==> config.mk <==
export PLATFORM = sky130hd
export DESIGN_NAME = dffram_req_ctrl_flat
export DESIGN_NICKNAME = d
export VERILOG_FILES = /design/src/rtl/dffram_req_ctrl_if.sv /design/src/rtl/dffram_req_ctrl.sv /design/src/flat_wrapper.sv
export SDC_FILE = /design/constraint.sdc
export NUM_CORES = 1
export LEC_CHECK = 0
export ABC_AREA = 0
export CORE_MARGIN = 5
export CORE_UTILIZATION = 40
export DETAILED_ROUTE_END_ITERATION = 10
export PLACE_DENSITY_LB_ADDON = 0.15
export SLEW_MARGIN = 20
export SYNTH_ARGS = -nofsm -noshare
export SYNTH_HDL_FRONTEND = slang
export SYNTH_SLANG_ARGS = --single-unit
==> constraint.sdc <==
create_clock -name clk_i -period 1.8 [get_ports clk_i]
set_input_delay 0.36 -clock clk_i [delete_from_list [all_inputs] [get_ports clk_i]]
set_output_delay 0.36 -clock clk_i [all_outputs]
set_load 0.01 [all_outputs]
==> src/rtl/dffram_req_ctrl_if.sv <==
// dffram_req_ctrl_if: request/response handshake bundle between a client and dffram_req_ctrl.
interface dffram_req_ctrl_if #(
    parameter int AW    = 8,
    parameter int WSIZE = 4
);
    logic               req_valid;
    logic               req_ready;
    logic [WSIZE-1:0]   req_we;
    logic [AW-1:0]      req_addr;
    logic [8*WSIZE-1:0] req_wdata;
    logic               rsp_valid;
    logic               rsp_ready;
    logic [8*WSIZE-1:0] rsp_rdata;

    modport master (
        output req_valid, req_we, req_addr, req_wdata, rsp_ready,
        input  req_ready, rsp_valid, rsp_rdata
    );

    modport slave (
        input  req_valid, req_we, req_addr, req_wdata, rsp_ready,
        output req_ready, rsp_valid, rsp_rdata
    );
endinterface

==> src/rtl/dffram_req_ctrl.sv <==
// dffram_req_ctrl: sole driver of a single-port DFFRAM, valid/ready requests in, read data via a response FIFO.
// Define INIT_CLEAR_EN to zero-fill the whole array after every reset before traffic is accepted.
//
// state   | meaning
// ST_INIT | post-reset sweep writing zero to every word (INIT_CLEAR_EN only)
// ST_RUN  | normal request/response traffic
module dffram_req_ctrl #(
    parameter int AW        = 8,
    parameter int WSIZE     = 4,
    parameter int RSP_DEPTH = 4
) (
    input  logic               clk_i,
    input  logic               rst_i,
    dffram_req_ctrl_if.slave   bus,
    output logic               ram_en0_o,
    output logic [WSIZE-1:0]   ram_we0_o,
    output logic [AW-1:0]      ram_a0_o,
    output logic [8*WSIZE-1:0] ram_di0_o,
    input  logic [8*WSIZE-1:0] ram_do0_i,
    output logic               init_done_o
);
    localparam int DW = 8 * WSIZE;
    localparam int PW = $clog2(RSP_DEPTH);
    localparam int CW = PW + 1;
    localparam logic [CW:0] DEPTH_C = (CW + 1)'(RSP_DEPTH);

    logic              run;
    logic              credit_ok;
    logic              accept;
    logic              accept_rd;
    logic              push;
    logic              pop;
    logic [CW:0]       occupancy;

    logic              init_done_q, init_done_d;
    logic              inflight_q,  inflight_d;
    logic [CW-1:0]     count_q,     count_d;
    logic [PW-1:0]     wr_ptr_q,    wr_ptr_d;
    logic [PW-1:0]     rd_ptr_q,    rd_ptr_d;
    logic [DW-1:0]     fifo_q [RSP_DEPTH];

`ifdef INIT_CLEAR_EN
    localparam logic [0:0] ST_INIT = 1'b0;
    localparam logic [0:0] ST_RUN  = 1'b1;

    logic [0:0]    state_q,     state_d;
    logic [AW-1:0] init_addr_q, init_addr_d;
    logic          sweep;

    assign sweep = (state_q == ST_INIT);
    assign run   = (state_q == ST_RUN);

    always_comb begin
        state_d     = state_q;
        init_addr_d = init_addr_q;
        init_done_d = init_done_q;
        if (sweep) begin
            init_addr_d = init_addr_q + AW'(1);
            if (&init_addr_q) begin
                state_d     = ST_RUN;
                init_done_d = 1'b1;
            end
        end
    end

    always_ff @(posedge clk_i) begin
        if (rst_i) begin
            state_q     <= ST_INIT;
            init_addr_q <= '0;
            init_done_q <= 1'b0;
        end else begin
            state_q     <= state_d;
            init_addr_q <= init_addr_d;
            init_done_q <= init_done_d;
        end
    end
`else
    assign init_done_d = 1'b1;
    assign run         = init_done_q;

    always_ff @(posedge clk_i) begin
        if (rst_i) begin
            init_done_q <= 1'b0;
        end else begin
            init_done_q <= init_done_d;
        end
    end
`endif

    assign init_done_o = init_done_q;

    // Credits count both stored and in-flight reads so the FIFO can never overflow.
    assign occupancy     = {1'b0, count_q} + {{CW{1'b0}}, inflight_q};
    assign credit_ok     = (occupancy < DEPTH_C);
    assign bus.req_ready = run & credit_ok;
    assign accept        = bus.req_valid & bus.req_ready;
    assign accept_rd     = accept & ~(|bus.req_we);

    always_comb begin
        ram_en0_o = accept;
        ram_we0_o = accept ? bus.req_we : '0;
        ram_a0_o  = bus.req_addr;
        ram_di0_o = bus.req_wdata;
`ifdef INIT_CLEAR_EN
        if (sweep) begin
            ram_en0_o = ~rst_i;
            ram_we0_o = '1;
            ram_a0_o  = init_addr_q;
            ram_di0_o = '0;
        end
`endif
    end

    // The RAM presents read data the cycle after the strobe, so the push lags acceptance by one edge.
    assign push          = inflight_q;
    assign pop           = bus.rsp_valid & bus.rsp_ready;
    assign bus.rsp_valid = (count_q != '0);
    assign bus.rsp_rdata = fifo_q[rd_ptr_q];

    always_comb begin
        inflight_d = accept_rd;
        wr_ptr_d   = push ? wr_ptr_q + PW'(1) : wr_ptr_q;
        rd_ptr_d   = pop  ? rd_ptr_q + PW'(1) : rd_ptr_q;
        case ({push, pop})
            2'b10:   count_d = count_q + CW'(1);
            2'b01:   count_d = count_q - CW'(1);
            default: count_d = count_q;
        endcase
    end

    always_ff @(posedge clk_i) begin
        if (rst_i) begin
            inflight_q <= 1'b0;
            count_q    <= '0;
            wr_ptr_q   <= '0;
            rd_ptr_q   <= '0;
        end else begin
            inflight_q <= inflight_d;
            count_q    <= count_d;
            wr_ptr_q   <= wr_ptr_d;
            rd_ptr_q   <= rd_ptr_d;
        end
    end

    always_ff @(posedge clk_i) begin
        if (push) begin
            fifo_q[wr_ptr_q] <= ram_do0_i;
        end
    end
endmodule

==> src/flat_wrapper.sv <==
// flat-port wrapper written by rule: the top's interface ports become plain ports
module dffram_req_ctrl_flat 
#(
    parameter int AW        = 8,
    parameter int WSIZE     = 4,
    parameter int RSP_DEPTH = 4
)
  (clk_i, rst_i, ram_en0_o, ram_we0_o, ram_a0_o, ram_di0_o, ram_do0_i, init_done_o, bus_req_valid, bus_req_we, bus_req_addr, bus_req_wdata, bus_rsp_ready, bus_req_ready, bus_rsp_valid, bus_rsp_rdata);
  dffram_req_ctrl_if #(.AW(AW), .WSIZE(WSIZE)) bus_i ();
  input  logic clk_i;
  input  logic rst_i;
  output logic ram_en0_o;
  output logic [WSIZE-1:0] ram_we0_o;
  output logic [AW-1:0] ram_a0_o;
  output logic [8*WSIZE-1:0] ram_di0_o;
  input  logic [8*WSIZE-1:0] ram_do0_i;
  output logic init_done_o;
  input wire logic [$bits(bus_i.req_valid)-1:0] bus_req_valid;
  input wire logic [$bits(bus_i.req_we)-1:0] bus_req_we;
  input wire logic [$bits(bus_i.req_addr)-1:0] bus_req_addr;
  input wire logic [$bits(bus_i.req_wdata)-1:0] bus_req_wdata;
  input wire logic [$bits(bus_i.rsp_ready)-1:0] bus_rsp_ready;
  output wire logic [$bits(bus_i.req_ready)-1:0] bus_req_ready;
  output wire logic [$bits(bus_i.rsp_valid)-1:0] bus_rsp_valid;
  output wire logic [$bits(bus_i.rsp_rdata)-1:0] bus_rsp_rdata;
  assign bus_i.req_valid = bus_req_valid;
  assign bus_i.req_we = bus_req_we;
  assign bus_i.req_addr = bus_req_addr;
  assign bus_i.req_wdata = bus_req_wdata;
  assign bus_i.rsp_ready = bus_rsp_ready;
  assign bus_req_ready = bus_i.req_ready;
  assign bus_rsp_valid = bus_i.rsp_valid;
  assign bus_rsp_rdata = bus_i.rsp_rdata;
  dffram_req_ctrl #(.AW(AW), .WSIZE(WSIZE), .RSP_DEPTH(RSP_DEPTH)) u_core (.clk_i(clk_i), .rst_i(rst_i), .bus(bus_i), .ram_en0_o(ram_en0_o), .ram_we0_o(ram_we0_o), .ram_a0_o(ram_a0_o), .ram_di0_o(ram_di0_o), .ram_do0_i(ram_do0_i), .init_done_o(init_done_o));
endmodule
==> Yosys cells after proc, flatten, opt, wreduce, memory -nomap -nowiden <==
Memory sizes are Yosys's and may differ from the RTL's. A register that Yosys moved wholly into a read port is not among the register bits.
Index checks and enable logic that the tools add are counted.
{ "word_totals": {"ff_bits": 9, "word_cells": 29, "inputBits": 80, "latchBits": 0, "out_inout_bits": 80, "memories": 1, "romBits": 0, "ramBits": 128} }
{ "classes": {"reduce_logical": 3, "multipliers": 0, "n_shift": 0, "n_lt_le_gt_ge": 1, "n_mux": 7, "addsub": 5, "n_bitwise": 5, "n_div": 0, "eq_ne": 2} }
{ "mem_list": {"columns": ["name", "depth", "word_bits", "read_ports", "rd_ports_with_merged_regs", "wr", "line", "text"], "rows": [
  ["u_core.fifo_q", 4, 32, 1, 1, 1, "dffram_req_ctrl.sv:40", "logic [DW-1:0] fifo_q [RSP_DEPTH];"]
]} }
{ "ops": {"columns": ["cell", "n"], "rows": [
  ["3-bit case mux with 2 select lines", 1],
  ["2-bit by 1-bit adder with 2-bit output (second input constant)", 2],
  ["3-bit by 1-bit adder with 4-bit output", 1],
  ["1-bit AND", 4],
  ["4-bit by 3-bit less-than comparator with 1-bit output (second input constant)", 1],
  ["2-bit 2-to-1 mux", 2],
  ["4-bit 2-to-1 mux", 1],
  ["4-bit OR reduction", 1],
  ["3-bit by 1-bit adder with 3-bit output (second input constant)", 1],
  ["1-bit 2-to-1 mux", 3],
  ["3-bit nonzero test", 1],
  ["3-bit by 1-bit subtractor with 3-bit output (second input constant)", 1],
  ["2-bit by 1-bit == test with 1-bit output (second input constant)", 1],
  ["2-bit == test (second input constant)", 1],
  ["2-bit nonzero test", 1],
  ["1-bit inverter", 1]
]} }

==> Longest topological paths before layout <==
Gate-level depths: netlist (run 1).
{ "logic_depth": {"ltp_word": 5, "ltp_mapped": 8, "depth_no_buf": 7} }

==> Worst setup path before layout (run 1) <==
No wires, ideal clock.
{ "synth_path": {"kind": "register to register", "startpoint": "reg u_core.count_q[1]", "endpoint": "reg u_core.count_q[2]", "setup_time_ps": 70, "period_less_slack_ps": 1765, "arrival_ps": 1695, "path_stages_with_launch": 8, "t_required_ps": 1730, "path_slack_ps": 35, "n_path_buf": 0, "path_cell_list": "dfxtp_1 > o31a_1 > ha_1 > inv_1 > fa_1 > xor2_1 > or3_1 > a21oi_1"} }
{ "synth_between": {"elab_chain_cells": 4, "elab_cells_between_ends": 8, "classes_between": "2 x add/sub; 2 x eq/ne; 1 x mux; 1 x bitwise; 2 x reduce/logical"} }
{ "synth_rtl": {"columns": ["element", "line", "text"], "rows": [
  ["start, declared", "dffram_req_ctrl.sv:37", "logic [CW-1:0] count_q, count_d;"],
  ["start signal, assigned", "dffram_req_ctrl.sv:139", "count_q <= count_d;"],
  ["3-bit nonzero test *", "dffram_req_ctrl.sv:117", "assign bus.rsp_valid = (count_q != '0);"],
  ["1-bit AND *", "dffram_req_ctrl.sv:116", "assign pop = bus.rsp_valid & bus.rsp_ready;"],
  ["named net u_core.pop", "dffram_req_ctrl.sv:32", "logic pop;"],
  ["2-bit by 1-bit == test with 1-bit output or 2-bit == test (tied branches)", "dffram_req_ctrl.sv:124", "case ({push, pop})"],
  ["3-bit case mux with 2 select lines or 2-bit nonzero test (tied branches)", null, null]
]} }
Mark *: on every way through the listed nets, which the timed path passes. The rest lies on a longest branch.
A chain may end at the register's enable or synchronous reset.

==> results of run 1 <==
==> kinds of logic (layout without fill, tap and decap cells) <==
group / Yosys count / after routing / synth area share (%)
xor+xnor: 5 / 5 / 0.795
buf+inv: 56 / 150 / 7.65
compound gates: 5 / 5 / 0.590
fa+ha+maj: 6 / 6 / 1.50
simple gates: 23 / 23 / 2.34
flops: 139 / 139 / 73.7
mux: 33 / 33 / 13.4
==> per-stage QoR <==
stage | power, mW | util, % | instances
global placement | 3.80 | 47.6 | 493
detailed placement | 3.80 | 47.6 | 493
CTS | 6.99 | 52.7 | 536
floorplan | 3.74 | - | 267
global route | 7.19 | 53.4 | 537
finish | 6.92 | 53.4 | 537
==> what timing repair did <==
item	CTS	global route
hold buffers	0	0
setup endpoints to repair	40	39
pin swaps	3	8
buffers inserted	11	1
gates cloned	1	0
gates resized for setup	194	20
==> final cells by class <==
type,instances,area [um^2]
Tap cell,176,220
Inverter,7,26.3
Multi-Input combinational cell,72,1040
Clock buffer,21,440
Sequential cell,139,4080
Clock inverter,10,101
Fill cell,1077,6250
Timing Repair Buffer,112,1240
==> worst max-delay path by stage <==
stage	from	end	cells after the start
5_1_grt	register	bus_rsp_rdata[29]	4
4_1_cts	register	bus_rsp_rdata[5]	4
3_3_place_gp	bus_rsp_ready	u_core.count_q[2]	8
3_5_place_dp	bus_rsp_ready	u_core.count_q[2]	8
6_report	register	bus_rsp_rdata[29]	4
2_1_floorplan	u_core.count_q[1]	u_core.count_q[2]	7
==> metal layers <==
metal / vias to the layer above / track usage (%) / part of all wire, % / wire (um)
li1: 1177 / - / - / -
met1: 1295 / 15.5 / 41 / 4130
met2: 88 / 21.8 / 51 / 5140
met3: 26 / 5.84 / 6.5 / 656
met4: 0 / 5.17 / 2.3 / 233
met5: - / 0 / 0 / 0
==> power breakdown <==
part / switching, mW / internal (mW) / total, mW
sequential: 0.00344 / 3.53 / 3.53
combinational: 0.0806 / 0.136 / 0.217
clock: 1.17 / 2.01 / 3.18
==> cells in the mapped netlist, drive strengths merged <==
cell | n | area share, %
a21oi | 2 | 0.18
or3 | 2 | 0.23
nor2 | 8 | 0.54
edfxtp | 128 | 70
inv | 7 | 0.48
and2 | 8 | 0.91
fa | 1 | 0.36
and3 | 1 | 0.11
o31a | 1 | 0.16
xnor2 | 2 | 0.32
clkbuf | 1 | 0.068
and4b | 1 | 0.18
nor4 | 1 | 0.11
o311ai | 1 | 0.16
mux2i | 1 | 0.18
and3b | 1 | 0.16
dfxtp | 11 | 4.0
xor2 | 3 | 0.48
ha | 5 | 1.1
o21ai | 1 | 0.091
nand3 | 1 | 0.091
buf | 48 | 7.1
mux4 | 32 | 13
==> flip-flops by register name, indices dropped and copies added, names as in the netlist, named ones only <==
register,count
u_core.fifo_q,128
u_core.rd_ptr_q,2
u_core.init_done_o,1
u_core.wr_ptr_q,2
u_core.count_q,3
u_core.inflight_q,1
==> worst register-to-register path: stages (launching register included) <==
cell and delay (ns):
dfxtp_4 0.36, buf_6 0.09, o31a_1 0.15, ha_2 0.20, inv_2 0.04, fa_2 0.33, xor2_1 0.15, or3_1 0.30
a21oi_1 0.12
==> results.sh, run 1 <==
export IMPL_hpwlAfterDp_um=6450
export IMPL_drtIter0Drc=149
export IMPL_final_max_slew_viol_count=0
export IMPL_setup_slack_ns=-0.287
export IMPL_layout_common_cells="edfxtp_1 (128), clkdlybuf4s50_1 (39), buf_6 (38)"
export IMPL_syn_area_mm2=0.00551
export IMPL_synth_seq_cells=139
export IMPL_yosysUniqueCellTypes=27
export IMPL_maxCapViolations=0
export IMPL_htreeDepth=4
export IMPL_dpl_worst_slack_ns=-0.474
export IMPL_finClkSkew_ns=0.00603
export IMPL_cts_buffers=17
export IMPL_seq_area_frac_synth_pct=73.7
export IMPL_clock_sinks=139
export IMPL_r2r_end="u_core.count_q[2]"
export IMPL_slowest_delay_ns=0.52
export IMPL_min_period_ns=2.09
export IMPL_rsz0062_at_grt="true"
export IMPL_grt_pass1_vias=2988
export IMPL_layout_commonest_cell="edfxtp_1"
export IMPL_r2r_cells=8
export IMPL_clockRootBuffer="clkbuf_16"
export IMPL_syn_inst=267
export IMPL_grt_max_degree=28
export IMPL_crit_path_top_delay_cell="mux4_2"
export IMPL_postSynthNetCount=353
export IMPL_grt_util_all_layers_pct=13.3
export IMPL_path_clk_slew_ns=0.05
export IMPL_violations="setup timing"
export IMPL_path_max_fanout=7
export IMPL_initial_core_util_pct=41.1
export IMPL_cp_num_buf_inv=3
export IMPL_critPathKind="reg2out"
export IMPL_critPathArrivalTime_ns=1.73
export IMPL_hold_path_class="in2reg"
export IMPL_num_vias=2586
export IMPL_drtAntennaViolNets=0
export IMPL_cts_path_max_buffers=2
export IMPL_critical_path_top_delay_family="multiplexers"
export IMPL_postSynthAreaPerCell_um2=20.6
export IMPL_setup_tns_ns=-7.80
export IMPL_tightest_slew_ns=0.526
export IMPL_die_h_um=127
export IMPL_clk_insertion_delay_late_ns=0.41
export IMPL_worstPathCellList="buf_12, buf_12, mux4_2, buf_6"
export IMPL_gr_total_overflow=0
export IMPL_p_leak_nw=2.41
export IMPL_antenna_found_initial=0
export IMPL_antenna_cells=0
export IMPL_routed_via_density=4.82
export IMPL_max_freq_mhz=479
export IMPL_end_kind="output pin"
export IMPL_hold_slack_ns=0.502
export IMPL_firstDrtPassIters=4
export IMPL_core_mm2=0.0134
export IMPL_die_area_mm2=0.0162
export IMPL_power_density_mw_per_mm2=968
export IMPL_post_route_cell_area_mm2=0.00715
export IMPL_crit_top_cell="buf_12"
export IMPL_die_w_um=127
export IMPL_drc=0
export IMPL_grt_pass1_wl_um=16100
export IMPL_vdd_drop_max_mv=0.613
export IMPL_r2r_start="u_core.count_q[0]"
export IMPL_yosys_warnings=0
export IMPL_rrSetupSlack_ns=-0.01
export IMPL_hold_start="bus_rsp_ready"
export IMPL_cp_required_ns=1.44
export IMPL_place_gp_congestion=0.671
export IMPL_num_rows=42
export IMPL_cp_start_kind="register"
export IMPL_relSlewSlack_pct=64.5
export IMPL_final_nets=435
export IMPL_io_buffers=79
export IMPL_wl_um=10200
export IMPL_finalHoldViolCount=0
export IMPL_fin_crit_sh_pct=116
export IMPL_drive_gt1_share_pct=41.0
export IMPL_io_pins=160
export IMPL_min_delay_path_depth=4
export IMPL_setup_viol=33
export IMPL_postPlaceCellArea_mm2=0.00638
export IMPL_status="finished with violations"
export IMPL_area_growth_syn_to_layout_pct=29.8
export IMPL_wl_per_cell_um=18.9
export IMPL_cts_tree="done"
(Power assumes the default switching activity.)
==> run 2, diff against run 1 <==
--- a/config.mk
+++ b/config.mk
@@ -6,11 +6,14 @@
 export NUM_CORES = 1
 export LEC_CHECK = 0
 export ABC_AREA = 0
+export CAP_MARGIN = 0
 export CORE_MARGIN = 5
 export CORE_UTILIZATION = 40
+export CTS_CLUSTER_DIAMETER = 30
 export DETAILED_ROUTE_END_ITERATION = 10
 export PLACE_DENSITY_LB_ADDON = 0.15
 export SLEW_MARGIN = 20
 export SYNTH_ARGS = -nofsm -noshare
 export SYNTH_HDL_FRONTEND = slang
 export SYNTH_SLANG_ARGS = --single-unit
+export TNS_END_PERCENT = 5
==> run 2 against run 1 <==
Compared with the run above: the flow still finishes with violations (setup timing); combinational power down 6%; first-iteration DRC count up 3.4%; wire length down 0.90%; largest cell class unchanged; highest routed layer unchanged; clock power about the same; global-route usage down 0.15 points; critical path type unchanged; maximum frequency up 0.20%; setup slack better by 0.0043 ns.
==> results.sh, run 2 (synthesis results as in run 1) <==
export IMPL_r2r_cells=7
export IMPL_status="finished with violations"
export IMPL_area_growth_syn_to_layout_pct=27.8
export IMPL_r2r_end="u_core.count_q[2]"
export IMPL_cp_num_buf_inv=3
export IMPL_io_buffers=79
export IMPL_setup_viol=33
export IMPL_drtAntennaViolNets=0
export IMPL_power_density_mw_per_mm2=981
export IMPL_gr_total_overflow=0
export IMPL_place_gp_congestion=0.671
export IMPL_finClkSkew_ns=0.00738
export IMPL_path_clk_slew_ns=0.05
export IMPL_critPathKind="reg2out"
export IMPL_setup_slack_ns=-0.283
export IMPL_antenna_cells=0
export IMPL_maxCapViolations=0
export IMPL_p_leak_nw=2.36
export IMPL_rrSetupSlack_ns=0.03
export IMPL_num_vias=2573
export IMPL_layout_commonest_cell="edfxtp_1"
export IMPL_die_h_um=127
export IMPL_max_freq_mhz=480
export IMPL_crit_end="bus_rsp_rdata[29]"
export IMPL_clk_insertion_delay_late_ns=0.41
export IMPL_fillers=1097
export IMPL_grt_pass1_wl_um=15900
export IMPL_postPlaceCellArea_mm2=0.00638
export IMPL_slowest_delay_ns=0.52
export IMPL_r2r_start="u_core.count_q[2]"
export IMPL_path_max_fanout=7
export IMPL_core_mm2=0.0134
export IMPL_clock_sinks=139
export IMPL_relSlewSlack_pct=66.1
export IMPL_fin_crit_sh_pct=116
export IMPL_finalHoldViolCount=0
export IMPL_hpwlAfterDp_um=6450
export IMPL_grt_max_degree=28
export IMPL_tightest_slew_ns=0.503
export IMPL_largest_reg_flops=128
export IMPL_wl_per_cell_um=18.9
export IMPL_drtIter0Drc=154
export IMPL_num_rows=42
export IMPL_io_pins=160
export IMPL_critPathArrivalTime_ns=1.72
export IMPL_grt_util_all_layers_pct=13.2
export IMPL_wl_um=10100
export IMPL_drc=0
export IMPL_cts_buffers=17
export IMPL_antenna_found_initial=0
export IMPL_end_kind="output pin"
export IMPL_hold_path_class="reg2reg"
export IMPL_cp_start_kind="register"
export IMPL_htreeDepth=4
export IMPL_violations="setup timing"
export IMPL_final_nets=431
export IMPL_grt_pass1_vias=2931
export IMPL_die_w_um=127
export IMPL_clockRootBuffer="clkbuf_16"
export IMPL_drive_gt1_share_pct=38.9
export IMPL_cts_path_max_buffers=2
export IMPL_cts_tree="done"
export IMPL_cp_required_ns=1.44
export IMPL_layout_common_cells="edfxtp_1 (128), clkdlybuf4s50_1 (40), mux4_2 (31)"
export IMPL_final_max_slew_viol_count=0
export IMPL_firstDrtPassIters=4
export IMPL_reg_top3="u_core.fifo_q x128, u_core.count_q x3"
export IMPL_min_period_ns=2.08
export IMPL_postCtsHoldBufs=0
export IMPL_setup_tns_ns=-7.40
export IMPL_rsz0062_at_grt="true"
export IMPL_initial_core_util_pct=41.1
export IMPL_post_route_cell_area_mm2=0.00704
export IMPL_top_register="u_core.fifo_q"
export IMPL_hold_slack_ns=0.522
export IMPL_vdd_drop_max_mv=0.613
export IMPL_die_area_mm2=0.0162
export IMPL_critical_path_top_delay_family="multiplexers"
export IMPL_crit_cells=4
export IMPL_routed_via_density=4.83
export IMPL_crit_top_cell="buf_12"
export IMPL_crit_path_top_delay_cell="mux4_2"
export IMPL_worstPathCellList="buf_12, buf_12, mux4_2, buf_6"
-- run 2: cell count changes in the layout (fill, tap and decap cells not counted), sizes merged --
cell           before  now
clkdlybuf4s50      39   40
dlymetal6s2s        1    0
buf                70   66
-- run 2: how the worst min path moves through the flow --
| stage | to | startpoint | cells after the start |
|---|---|---|---|
| global placement | register | u_core.rd_ptr_q[1] | 2 |
| finish | u_core.count_q[2] | u_core.count_q[2] | 2 |
| detailed placement | u_core.count_q[2] | u_core.count_q[2] | 2 |
| global route | u_core.count_q[2] | u_core.count_q[2] | 2 |
| floorplan | u_core.fifo_q[0][0] | ram_do0_i[0] | 0 |
| CTS | u_core.count_q[2] | u_core.count_q[2] | 2 |
-- run 2: timing repair --
action / 4_1_cts / 5_1_grt
buffers inserted: 7 / 1
hold endpoints to repair: 0 / 0
pin swaps: 1 / 3
gates cloned: 1 / 0
resized for setup: 183 / 12
endpoints found under the setup margin: 40 / 38
-- run 2: metal layers --
layer  vias to the layer above  global-route usage, %  part of all wire (%)  wire length (um)
li1                       1170                      -                     -                 -
met1                      1289                   15.5                    41              4090
met2                        88                   21.3                    51              5100
met3                        26                   5.84                   6.5               651
met4                         0                   5.17                   2.3               233
met5                         -                      0                     0                 0
-- run 2: area by class of cell --
class	instances	area, um^2	area share, %
clock buffer	21	440	6.25
clock inverter	10	101	1.44
inverter	7	26.3	0.373
multi-input combinational	72	1040	14.8
sequential	139	4080	57.9
tap	176	220	3.13
timing repair buffer	108	1140	16.1
-- run 2: metrics by stage --
step / util (%) / setup WS (ns) / power, mW / std cells
after global placement: 47.6 / -0.431 / 3.80 / 493
after CTS: 52.2 / -0.317 / 6.99 / 532
after global routing: 52.6 / -0.352 / 7.18 / 533
after floorplan: - / 0.0347 / 3.74 / 267
after detailed placement: 47.6 / -0.474 / 3.80 / 493
final: 52.6 / -0.283 / 6.91 / 533
-- run 2: worst reg2reg max path: stages, from the launching register on --
cell and delay [ns]:
dfxtp_2 0.37, o31a_1 0.18, ha_2 0.18, inv_1 0.05
fa_2 0.33, xor2_1 0.15, or3_1 0.31, a21oi_1 0.12
-- run 2: power breakdown --
group	internal [mW]	leakage, nW	total (mW)	switching, mW
logic	0.127	0.853	0.204	0.0777
clock network	2.01	0.268	3.17	1.17
registers	3.53	1.24	3.53	0.00365
total	5.66	2.36	6.91	1.25
